--- config.mk ---
export PLATFORM = sky130hd
export DESIGN_NAME = video_mode_detect_flat
export DESIGN_NICKNAME = d
export VERILOG_FILES = /design/src/rtl/video_mode_detect_if.sv /design/src/rtl/video_mode_detect.sv /design/src/flat_wrapper.sv
export SDC_FILE = /design/constraint.sdc
export NUM_CORES = 1
export LEC_CHECK = 0
export ABC_AREA = 1
export CORE_ASPECT_RATIO = 1.75
export CORE_MARGIN = 2
export CORE_UTILIZATION = 45
export CTS_CLUSTER_SIZE = 8
export DETAILED_ROUTE_END_ITERATION = 16
export PLACE_DENSITY = 0.68
export SYNTH_ARGS = -nofsm -noshare
export SYNTH_HDL_FRONTEND = slang
export SYNTH_SLANG_ARGS = --single-unit
--- constraint.sdc ---
create_clock -name clk -period 2.6 [get_ports clk]
set_input_delay 0.52 -clock clk [delete_from_list [all_inputs] [get_ports clk]]
set_output_delay 0.52 -clock clk [all_outputs]
set_load 0.005 [all_outputs]
--- src/rtl/video_mode_detect_if.sv ---
// Sync inputs and classification outputs of video_mode_detect.
// The master modport is the video source side; the slave modport is the detector.
interface video_mode_detect_if #(
   parameter int CNT_W  = 22,
   parameter int LINE_W = 11
);
   logic              i_hsync;
   logic              i_vsync;
   logic              o_valid;
   logic              o_passthrough;
   logic              o_60hz;
   logic              o_change;
   logic [LINE_W-1:0] o_lines;
   logic [CNT_W-1:0]  o_period;

   modport master (
      output i_hsync, i_vsync,
      input  o_valid, o_passthrough, o_60hz, o_change, o_lines, o_period
   );

   modport slave (
      input  i_hsync, i_vsync,
      output o_valid, o_passthrough, o_60hz, o_change, o_lines, o_period
   );
endinterface

--- src/rtl/video_mode_detect.sv ---
// Input-video classifier: lines/frame and frame period -> passthrough/upscale and 50/60 Hz,
// debounced over STABLE_FRAMES frames. Optional loss-of-signal timeout under `VMD_TIMEOUT_EN.
module video_mode_detect #(
   parameter int CNT_W         = 22,
   parameter int LINE_W        = 11,
   parameter int LINE_THRESH   = 700,
   parameter int PERIOD_THRESH = 1_400_943,
   parameter int MIN_PERIOD    = 100_000,
   parameter int STABLE_FRAMES = 3,
   parameter int TIMEOUT       = 4_000_000
) (
   input logic               clk,
   input logic               reset,
   video_mode_detect_if.slave vid
);
   localparam logic [1:0] IDLE    = 2'd0;
   localparam logic [1:0] ACQUIRE = 2'd1;
   localparam logic [1:0] LOCKED  = 2'd2;

   localparam int STAB_W = $clog2(STABLE_FRAMES + 1);

   localparam logic [CNT_W-1:0]  PERIOD_MAX = '1;
   localparam logic [CNT_W-1:0]  PERIOD_ONE = 1;
   localparam logic [CNT_W-1:0]  MIN_P      = CNT_W'(MIN_PERIOD);
   localparam logic [CNT_W-1:0]  P_THR      = CNT_W'(PERIOD_THRESH);
   localparam logic [LINE_W-1:0] LINE_MAX   = '1;
   localparam logic [LINE_W-1:0] LINE_ONE   = 1;
   localparam logic [LINE_W-1:0] L_THR      = LINE_W'(LINE_THRESH);
   localparam logic [STAB_W-1:0] STAB_MAX   = STAB_W'(STABLE_FRAMES);
   localparam logic [STAB_W-1:0] STAB_ONE   = 1;

   function automatic logic [CNT_W-1:0] period_sat_inc(input logic [CNT_W-1:0] v);
      return (v == PERIOD_MAX) ? v : v + PERIOD_ONE;
   endfunction

   function automatic logic [LINE_W-1:0] line_sat_inc(input logic [LINE_W-1:0] v);
      return (v == LINE_MAX) ? v : v + LINE_ONE;
   endfunction

   function automatic logic [STAB_W-1:0] stable_sat_inc(input logic [STAB_W-1:0] v);
      return (v >= STAB_MAX) ? STAB_MAX : v + STAB_ONE;
   endfunction

   logic [2:0]        hsync_s;
   logic [2:0]        vsync_s;
   logic [CNT_W-1:0]  period_cnt;
   logic [LINE_W-1:0] line_cnt;
   logic [1:0]        state;
   logic [1:0]        pending;
   logic [STAB_W-1:0] stable;
   logic              valid_r;
   logic              pass_r;
   logic              hz60_r;
   logic              change_r;
   logic [LINE_W-1:0] lines_r;
   logic [CNT_W-1:0]  period_r;

   logic              boundary;
   logic              line_edge;
   logic              accept;
   logic [1:0]        cand;
   logic [1:0]        pending_nxt;
   logic [STAB_W-1:0] stable_nxt;
   logic              commit_first;
   logic              commit_new;
   logic              timeout;

   // Synchroniser outputs -> edge detection (s2 is the older sample)
   assign boundary  = vsync_s[2] & ~vsync_s[1];
   assign line_edge = ~hsync_s[2] & hsync_s[1];
   assign accept    = boundary && (period_cnt >= MIN_P);

   // A saturated period is treated as "too long" and therefore 50 Hz
   assign cand = {line_cnt > L_THR, (period_cnt != PERIOD_MAX) && (period_cnt < P_THR)};

   always_comb begin
      pending_nxt = pending;
      stable_nxt  = stable;
      if (cand == pending) begin
         stable_nxt = stable_sat_inc(stable);
      end else begin
         pending_nxt = cand;
         stable_nxt  = STAB_ONE;
      end
   end

   assign commit_first = (state == ACQUIRE) && (stable_nxt == STAB_MAX);
   assign commit_new   = (state == LOCKED) && (stable_nxt == STAB_MAX) &&
                         (pending_nxt != {pass_r, hz60_r});

`ifdef VMD_TIMEOUT_EN
   assign timeout = (state != IDLE) && (period_cnt == CNT_W'(TIMEOUT));
`else
   assign timeout = 1'b0;
`endif

   // Synchronisers and frame measurement counters
   always_ff @(posedge clk or posedge reset) begin
      if (reset) begin
         hsync_s    <= '0;
         vsync_s    <= '0;
         period_cnt <= '0;
         line_cnt   <= '0;
      end else begin
         hsync_s <= {hsync_s[1:0], vid.i_hsync};
         vsync_s <= {vsync_s[1:0], vid.i_vsync};
         if (accept) begin
            period_cnt <= PERIOD_ONE;
            line_cnt   <= line_edge ? LINE_ONE : '0;
         end else begin
            period_cnt <= period_sat_inc(period_cnt);
            if (line_edge)
               line_cnt <= line_sat_inc(line_cnt);
         end
      end
   end

   // Classification state machine and committed outputs
   always_ff @(posedge clk or posedge reset) begin
      if (reset) begin
         state    <= IDLE;
         pending  <= '0;
         stable   <= '0;
         valid_r  <= 1'b0;
         pass_r   <= 1'b0;
         hz60_r   <= 1'b0;
         change_r <= 1'b0;
         lines_r  <= '0;
         period_r <= '0;
      end else begin
         change_r <= 1'b0;
         if (accept) begin
            case (state)
               IDLE: state <= ACQUIRE;
               ACQUIRE, LOCKED: begin
                  pending  <= pending_nxt;
                  stable   <= stable_nxt;
                  lines_r  <= line_cnt;
                  period_r <= period_cnt;
                  if (commit_first || commit_new) begin
                     {pass_r, hz60_r} <= pending_nxt;
                     change_r         <= 1'b1;
                  end
                  if (commit_first) begin
                     valid_r <= 1'b1;
                     state   <= LOCKED;
                  end
               end
               default: state <= IDLE;
            endcase
         end else if (timeout) begin
            state   <= IDLE;
            valid_r <= 1'b0;
            stable  <= '0;
         end
      end
   end

   assign vid.o_valid       = valid_r;
   assign vid.o_passthrough = pass_r;
   assign vid.o_60hz        = hz60_r;
   assign vid.o_change      = change_r;
   assign vid.o_lines       = lines_r;
   assign vid.o_period      = period_r;
endmodule

--- src/flat_wrapper.sv ---
// flat-port wrapper written by rule: the top's interface ports become plain ports
module video_mode_detect_flat 
#(
   parameter int CNT_W         = 22,
   parameter int LINE_W        = 11,
   parameter int LINE_THRESH   = 700,
   parameter int PERIOD_THRESH = 1_400_943,
   parameter int MIN_PERIOD    = 100_000,
   parameter int STABLE_FRAMES = 3,
   parameter int TIMEOUT       = 4_000_000
)
  (clk, reset, vid_i_hsync, vid_i_vsync, vid_o_valid, vid_o_passthrough, vid_o_60hz, vid_o_change, vid_o_lines, vid_o_period);
  video_mode_detect_if #(.CNT_W(CNT_W), .LINE_W(LINE_W)) vid_i ();
  input logic clk;
  input logic reset;
  input wire logic [$bits(vid_i.i_hsync)-1:0] vid_i_hsync;
  input wire logic [$bits(vid_i.i_vsync)-1:0] vid_i_vsync;
  output wire logic [$bits(vid_i.o_valid)-1:0] vid_o_valid;
  output wire logic [$bits(vid_i.o_passthrough)-1:0] vid_o_passthrough;
  output wire logic [$bits(vid_i.o_60hz)-1:0] vid_o_60hz;
  output wire logic [$bits(vid_i.o_change)-1:0] vid_o_change;
  output wire logic [$bits(vid_i.o_lines)-1:0] vid_o_lines;
  output wire logic [$bits(vid_i.o_period)-1:0] vid_o_period;
  assign vid_i.i_hsync = vid_i_hsync;
  assign vid_i.i_vsync = vid_i_vsync;
  assign vid_o_valid = vid_i.o_valid;
  assign vid_o_passthrough = vid_i.o_passthrough;
  assign vid_o_60hz = vid_i.o_60hz;
  assign vid_o_change = vid_i.o_change;
  assign vid_o_lines = vid_i.o_lines;
  assign vid_o_period = vid_i.o_period;
  video_mode_detect #(.CNT_W(CNT_W), .LINE_W(LINE_W), .LINE_THRESH(LINE_THRESH), .PERIOD_THRESH(PERIOD_THRESH), .MIN_PERIOD(MIN_PERIOD), .STABLE_FRAMES(STABLE_FRAMES), .TIMEOUT(TIMEOUT)) u_core (.clk(clk), .reset(reset), .vid(vid_i));
endmodule
==> results of run 1 <==
synth_stat cells:
library cell	number
buf_2	3
nand2_2	9
a31oi_1	5
o21ai_1	24
nand3_1	23
nor2_4	3
inv_4	1
o21ai_2	1
nor3_4	1
a211oi_1	6
nand3_2	1
nand3b_1	2
nor2_2	4
nand4_2	1
inv_2	5
nor4_1	3
inv_1	61
nand2_4	2
xnor2_1	1
dfrtp_1	82
nor3_1	20
nor2_1	35
o21ai_0	21
and3b_1	1
nand3_4	1
clkbuf_1	3
nand2_1	123
xor2_1	5
a21oi_1	9
nor3b_1	1
ha_1	7
o31ai_1	1
o211ai_1	1
a221oi_1	1
buf_6	5
clkinv_1	1
nand4_1	5
final timing paths:
kind                                                to  slack, ns  depth (start not counted)
worst min register to register       u_core.hsync_s[1]       0.35                          0
min in group asynchronous       u_core.vid.o_lines[10]       0.65                          3
worst max-delay path            u_core.vid.o_period[2]       0.57                         10
worst min-delay path                 u_core.hsync_s[1]       0.35                          0
worst max register to register  u_core.vid.o_period[2]       0.57                         10
max in group asynchronous       u_core.vid.o_period[5]       1.61                          3
layer usage:
layer / global-route usage, % / vias to the layer above
li1: - / 1628
met1: 21.66 / 1507
met2: 34.37 / 68
met3: 4.385 / 17
met4: 10.01 / 0
met5: 0 / -
state kept, by name (all words and copies together), names as in the netlist, 2 cells and up:
name / flops
u_core.state: 2
u_core.hsync_s: 3
u_core.line_cnt: 11
u_core.stable: 2
u_core.pending: 2
u_core.vid.o_lines: 11
u_core.vid.o_period: 22
u_core.period_cnt: 22
u_core.vsync_s: 3
report_power, final:
part           internal, W  leakage, nW  switching, W
sequential         0.00131         1.11     0.0000234
clock             0.000867        0.149      0.000492
combinational    0.0000409        0.980     0.0000971
total              0.00222         2.24      0.000612
kinds of logic (layout without fill, tap and decap cells):
group           count (synthesis)  in the layout  synth area share [%]
flops                          82             82                 51.36
xor+xnor                        6              6                 1.315
fa+ha+maj                       7              7                 2.192
simple gates                  235            235                 27.12
compound gates                 69             69                 9.490
buf+inv                        79            127                 8.518
final cells by class:
| class | count | area [µm²] | area share (%) |
|---|---|---|---|
| timing repair buffer | 43 | 435.4 | 9.034 |
| clock buffer | 12 | 246.5 | 5.114 |
| clock inverter | 4 | 75.07 | 1.558 |
| tap | 117 | 146.4 | 3.037 |
| multi-input combinational | 317 | 1603 | 33.26 |
| inverter | 68 | 261.5 | 5.426 |
| sequential | 82 | 2052 | 42.58 |
through the flow:
stage | setup WS, ns | utilization [%] | instances
6_report | 0.5683 | 55.58 | 643
2_1_floorplan | 1.015 | - | 478
4_1_cts | 0.5815 | 55.58 | 643
5_1_grt | 0.3194 | 55.58 | 643
3_5_place_dp | 0.5992 | 51.88 | 627
3_3_place_gp | 0.6590 | 51.88 | 627
worst max-delay path: cells and delay by family (launching register included):
family                 cells  cell delay (ns)
buffers and inverters      3             0.64
and+or+nand+nor            6             0.77
DFF                        1             0.41
AOI/OAI and AO/OA          1             0.06
cell usage in the layout (no fill, tap or decap), types with 3 or more instances in the layout:
cell type / netlist / final
inv_2: 5 / 5
nand4_1: 5 / 5
nand2_2: 9 / 9
clkinvlp_4: 0 / 3
dfrtp_1: 82 / 82
nand3_1: 23 / 23
o21ai_0: 21 / 21
nor4_1: 3 / 3
nand2_1: 123 / 123
nor2_4: 3 / 3
nor3_1: 20 / 20
a21oi_1: 9 / 9
clkbuf_16: 0 / 9
xor2_1: 5 / 5
o21ai_1: 24 / 24
inv_1: 61 / 60
a31oi_1: 5 / 5
nor2_1: 35 / 35
ha_1: 7 / 7
clkdlybuf4s50_1: 0 / 40
a211oi_1: 6 / 6
nor2_2: 4 / 4
==> results.py, run 1 <==
metrics = {
    "global_routing": {
        "grt_overflow": 0,
        "grt_usage_pct": 19.66,
        "grt_max_degree": 83,
        "antenna_found_initial": 0,
        "grt_pass1_vias": 3105,
        "grt_pass1_wl_um": 14290,
    },
    "sta": {
        "post-route-period-util_pct": 78.14,
        "clock_skew_ns": 0.004583,
        "setup_violations": 0,
        "hold_ws_ns": 0.3487,
        "maxSlewHeadroom_pct": 64.50,
        "finalCriticalPeriod_ns": 2.032,
        "hold_viol_final": 0,
        "setup_tns_ns": 0,
        "fmax_ghz": 0.4922,
        "worst_pin_slew_ns": 0.5276,
        "rsz0062_at_grt": "false",
        "drv_slew": 0,
    },
    "placed_design": {
        "place_congestion": 0.9169,
        "dpl_cell_area_um2": 4498,
        "portBuffers": 40,
        "dpl.hpwl_um": 6193,
    },
    "clock_tree": {
        "ctsHtreeMaxLevel": 3,
        "clock_latency_ns": 0.34,
        "post_cts_resized": 0,
        "post_cts_buffers": 0,
        "hold_buffers": 0,
        "cts_sinks": 82,
        "cts.reportedPaths.clkPinSlew_ns": 0.06,
        "ctsLongestPathBuffers": 2,
        "cts_root_buf": "clkbuf_16",
        "cts_tree": "yes",
        "cts_made_buffers": 9,
    },
    "floorplan": {
        "start_util_pct": 46.08,
        "die_h_um": 128.6,
        "rows": 45,
        "dieWidth_um": 75.23,
        "dieArea_um2": 9677,
        "core_area_um2": 8671,
        "io_pins": 41,
    },
    "yosys": {
        "seq_area_frac_synth_pct": 51.36,
        "netlist.area_leader.share_pct": 51.36,
        "yosysTopAreaCell": "dfrtp_1",
        "syn_nets": 489,
        "ys_ff_latch": 82,
        "synth_cell_type_count": 37,
        "syn_avg_cell_area_um2": 8.358,
        "netlist_area_um2": 3995,
        "synthCells": 478,
        "netlist_top_cells_area": "dfrtp_1 (51%), nand2_1 (12%), inv_1 (5.7%)",
        "yosysWarnings": 0,
    },
    "drt": {
        "antenna_left": 0,
        "drtIter0Drc": 252,
        "dr_wl_met2_um": 4603,
        "vias": 3220,
        "wl_met1_um": 3492,
        "top_layer_used": "met4",
        "route.met3.wl_um": 260,
        "route.detailed.drc": 0,
        "routed_wirelength_um": 8604,
        "wire_per_inst_um": 13.38,
        "firstDrtPassIters": 4,
        "vias_per_cell": 5.008,
    },
    "cells_and_area": {
        "area_growth_syn_to_layout_pct": 20.64,
        "antennaDiodeCount": 0,
        "fin_nets": 532,
        "final_cell_area_um2": 4820,
        "n_fill_cell": 807,
        "drive_gt1_share_pct": 8.935,
    },
    "run": {
        "maxCapViolCount": 0,
    },
    "worst_hold_path": {
        "min-delay-start": "u_core.hsync_s[0]",
        "hp-class": "flip-flop to flip-flop",
    },
    "power": {
        "p_total_w": 0.002831,
        "power.leakage_nw": 2.239,
        "power.density_nw_per_um2": 587.3,
        "peakVddDrop_mv": 0.4180,
    },
    "run_status": {
        "status": "completed",
    },
    "setup_path": {
        "slowest_stage": "dfrtp_1",
        "rr_startpoint": "u_core.period_cnt[5]",
        "worstPathRequired_ns": 2.82,
        "critPathLaunch": "u_core.period_cnt[5]",
        "critPathMaxFanout": 36,
        "crit_chain": "inv_1, nor3_1, nand3_1, nand3_2, nand2_4, inv_4, nand2_4, buf_4, nand2_1, o21ai_1",
        "critPathLaunchType": "flip-flop",
        "crit_top_cell": "nand2_4",
        "critPathCaptureType": "flip-flop",
        "cp.arrival_ns": 2.25,
        "path_class": "flip-flop to flip-flop",
        "max_stage_delay_ns": 0.41,
    },
}
Power figures use the tool's default switching activity.
==> run 2: changes to the inputs <==
--- a/config.mk
+++ b/config.mk
@@ -11,7 +11,7 @@
 export CORE_UTILIZATION = 45
 export CTS_CLUSTER_SIZE = 8
 export DETAILED_ROUTE_END_ITERATION = 16
-export PLACE_DENSITY = 0.68
+export PLACE_DENSITY = 0.66
 export SYNTH_ARGS = -nofsm -noshare
 export SYNTH_HDL_FRONTEND = slang
 export SYNTH_SLANG_ARGS = --single-unit
==> constraint.sdc (replaced) <==
create_clock -name clk -period 2 [get_ports clk]
set_input_delay 0.4 -clock clk [delete_from_list [all_inputs] [get_ports clk]]
set_output_delay 0.4 -clock clk [all_outputs]
set_load 0.005 [all_outputs]
==> results.py, run 2 (same netlist as run 1, synthesis figures left out) <==
metrics = {
    "clock_tree": {
        "cts.reportedPaths.clkPinSlew_ns": 0.06,
        "cts_made_buffers": 9,
        "hold_buffers": 0,
        "cts_tree": "yes",
        "cts_root_buf": "clkbuf_16",
        "ctsHtreeMaxLevel": 3,
        "clock_latency_ns": 0.35,
        "ctsLongestPathBuffers": 2,
        "cts_sinks": 82,
    },
    "floorplan": {
        "start_util_pct": 46.08,
        "dieWidth_um": 75.23,
        "core_area_um2": 8671,
        "die_h_um": 128.6,
        "rows": 45,
        "io_pins": 41,
        "dieArea_um2": 9677,
    },
    "setup_path": {
        "critPathLaunchType": "flip-flop",
        "cp.arrival_ns": 2.18,
        "slowest_stage": "dfrtp_1",
        "worstPathRequired_ns": 2.28,
        "crit_top_cell": "nand2_2",
        "crit_chain": "ha_2, nand3_2, nand2_2, nand2_1, nand2_1, nand2_2, nand2_2, nand2_1, nand2_2, nand2_2, nor2_4, nand2_2, nand2_2, nand2_1, nand2_1",
        "path_class": "flip-flop to flip-flop",
        "max_stage_delay_ns": 0.38,
        "critPathCaptureType": "flip-flop",
        "critPathMaxFanout": 4,
        "crit_family": "simple AND/OR/NAND/NOR gates",
        "crit_buf_inv": 0,
    },
    "cells_and_area": {
        "antennaDiodeCount": 0,
        "final_common_cell": "nand2_1",
        "fin_nets": 539,
        "final_core_util_pct": 56.78,
        "drive_gt1_share_pct": 11.63,
        "final_cell_mix": "nand2_1 (121), dfrtp_1 (82), inv_1 (60)",
        "area_growth_syn_to_layout_pct": 23.24,
    },
    "drt": {
        "vias_per_cell": 5.072,
        "antenna_left": 0,
        "routed_wirelength_um": 8959,
        "drtIter0Drc": 270,
        "vias": 3297,
        "firstDrtPassIters": 4,
        "wire_per_inst_um": 13.78,
        "route.detailed.drc": 0,
    },
    "placed_design": {
        "portBuffers": 40,
        "dpl.hpwl_um": 6550,
        "place_congestion": 0.9248,
        "place_ws_ns": 0.1758,
    },
    "power": {
        "p_int_w": 0.002878,
        "p_switching_w": 0.0008067,
        "peakVddDrop_mv": 0.4993,
        "power.density_nw_per_um2": 748.4,
        "clock_power_share_pct": 48.2,
        "p_comb_share_pct": 4.8,
        "p_total_w": 0.003685,
        "power.leakage_nw": 2.296,
        "seq_power_share_pct": 47.0,
        "p_sw_share_pct": 21.89,
    },
    "global_routing": {
        "grt_max_degree": 83,
        "antenna_found_initial": 0,
        "grt_pass1_vias": 3186,
        "grt_pass1_wl_um": 15000,
        "grt_overflow": 0,
        "grt_usage_pct": 20.55,
    },
    "sta": {
        "clock_skew_ns": 0.007828,
        "worst_pin_slew_ns": 0.5120,
        "post-route-period-util_pct": 94.74,
        "drv_slew": 0,
        "fmax_ghz": 0.5278,
        "setup_violations": 0,
        "layout_setup_ws_ns": 0.1052,
        "hold_viol_final": 0,
        "finalCriticalPeriod_ns": 1.895,
        "maxSlewHeadroom_pct": 65.55,
    },
    "run": {
        "maxCapViolCount": 0,
    },
    "worst_hold_path": {
        "hp-class": "flip-flop to flip-flop",
    },
    "run_status": {
        "status": "completed",
    },
}
## run 2: metrics by stage
stage          setup TNS (ns)  cell area (µm²)  cells  hold WS [ns]
2_1_floorplan               0             3999    478        0.3312
3_3_place_gp                0             4561    632        0.3334
3_5_place_dp                0             4561    632        0.3379
4_1_cts                     0             4881    648        0.3543
5_1_grt               -0.2040             4923    650        0.3659
6_report                    0             4923    650        0.3502
## run 2: path summary, 6_finish.rpt
path / startpoint / end / slack, ns / cells past startpoint
max: u_core.period_cnt[1] / u_core.vid.o_60hz / 0.11 / 15
max in group asynchronous: reset / u_core.state[0] / 1.13 / 3
min: u_core.vsync_s[0] / u_core.vsync_s[1] / 0.35 / 0
max reg2reg: u_core.period_cnt[1] / u_core.vid.o_60hz / 0.11 / 15
min reg2reg: u_core.vsync_s[0] / u_core.vsync_s[1] / 0.35 / 0
min in group asynchronous: reset / u_core.vid.o_lines[1] / 0.51 / 3
## run 2: area by class of cell
cell class,instances,area (µm²)
Clock inverter,5,77.57
Tap cell,117,146.4
Clock buffer,11,242.7
Inverter,68,261.5
Fill cell,836,3747
Multi-Input combinational cell,317,1630
Sequential cell,82,2052
Timing Repair Buffer,50,513.0
## run 2: worst register-to-register path: cells and delay by family (launching register included)
kind	cells	cell delay, ns
flops	1	0.38
fa+ha+maj	1	0.21
simple gates	14	1.24
## run 2: what timing repair did
item                                    CTS  global route
setup buffers                             0             2
gates resized for setup                   0             7
endpoints found under the setup margin    0             5
## run 2: metal layers
layer	wire, µm	share of wire (%)	vias up	global-route usage (%)
met4	169	1.9	0	9.082
met2	4948	55	57	35.24
met3	256	2.9	10	4.777
met1	3586	40	1589	23.84
met5	0	0	-	0
li1	-	-	1641	-
## run 2: power by group through the flow
stage	clock, W	combinational [W]	sequential [W]
4_1_cts	0.00180	0.000181	0.00173
3_3_place_gp	0	0.000178	0.00176
2_1_floorplan	0	0.000134	0.00176
6_report	0.00177	0.000177	0.00173
5_1_grt	0.00187	0.000212	0.00174
3_5_place_dp	0	0.000180	0.00176
==> run 3: changes to the inputs <==
--- a/config.mk
+++ b/config.mk
@@ -12,6 +12,7 @@
 export CTS_CLUSTER_SIZE = 8
 export DETAILED_ROUTE_END_ITERATION = 16
 export PLACE_DENSITY = 0.66
+export SKIP_CTS_REPAIR_TIMING = 1
 export SYNTH_ARGS = -nofsm -noshare
 export SYNTH_HDL_FRONTEND = slang
 export SYNTH_SLANG_ARGS = --single-unit
==> results of run 3 <==
No change in the layout: final DEF, timing and power equal those of run 2.
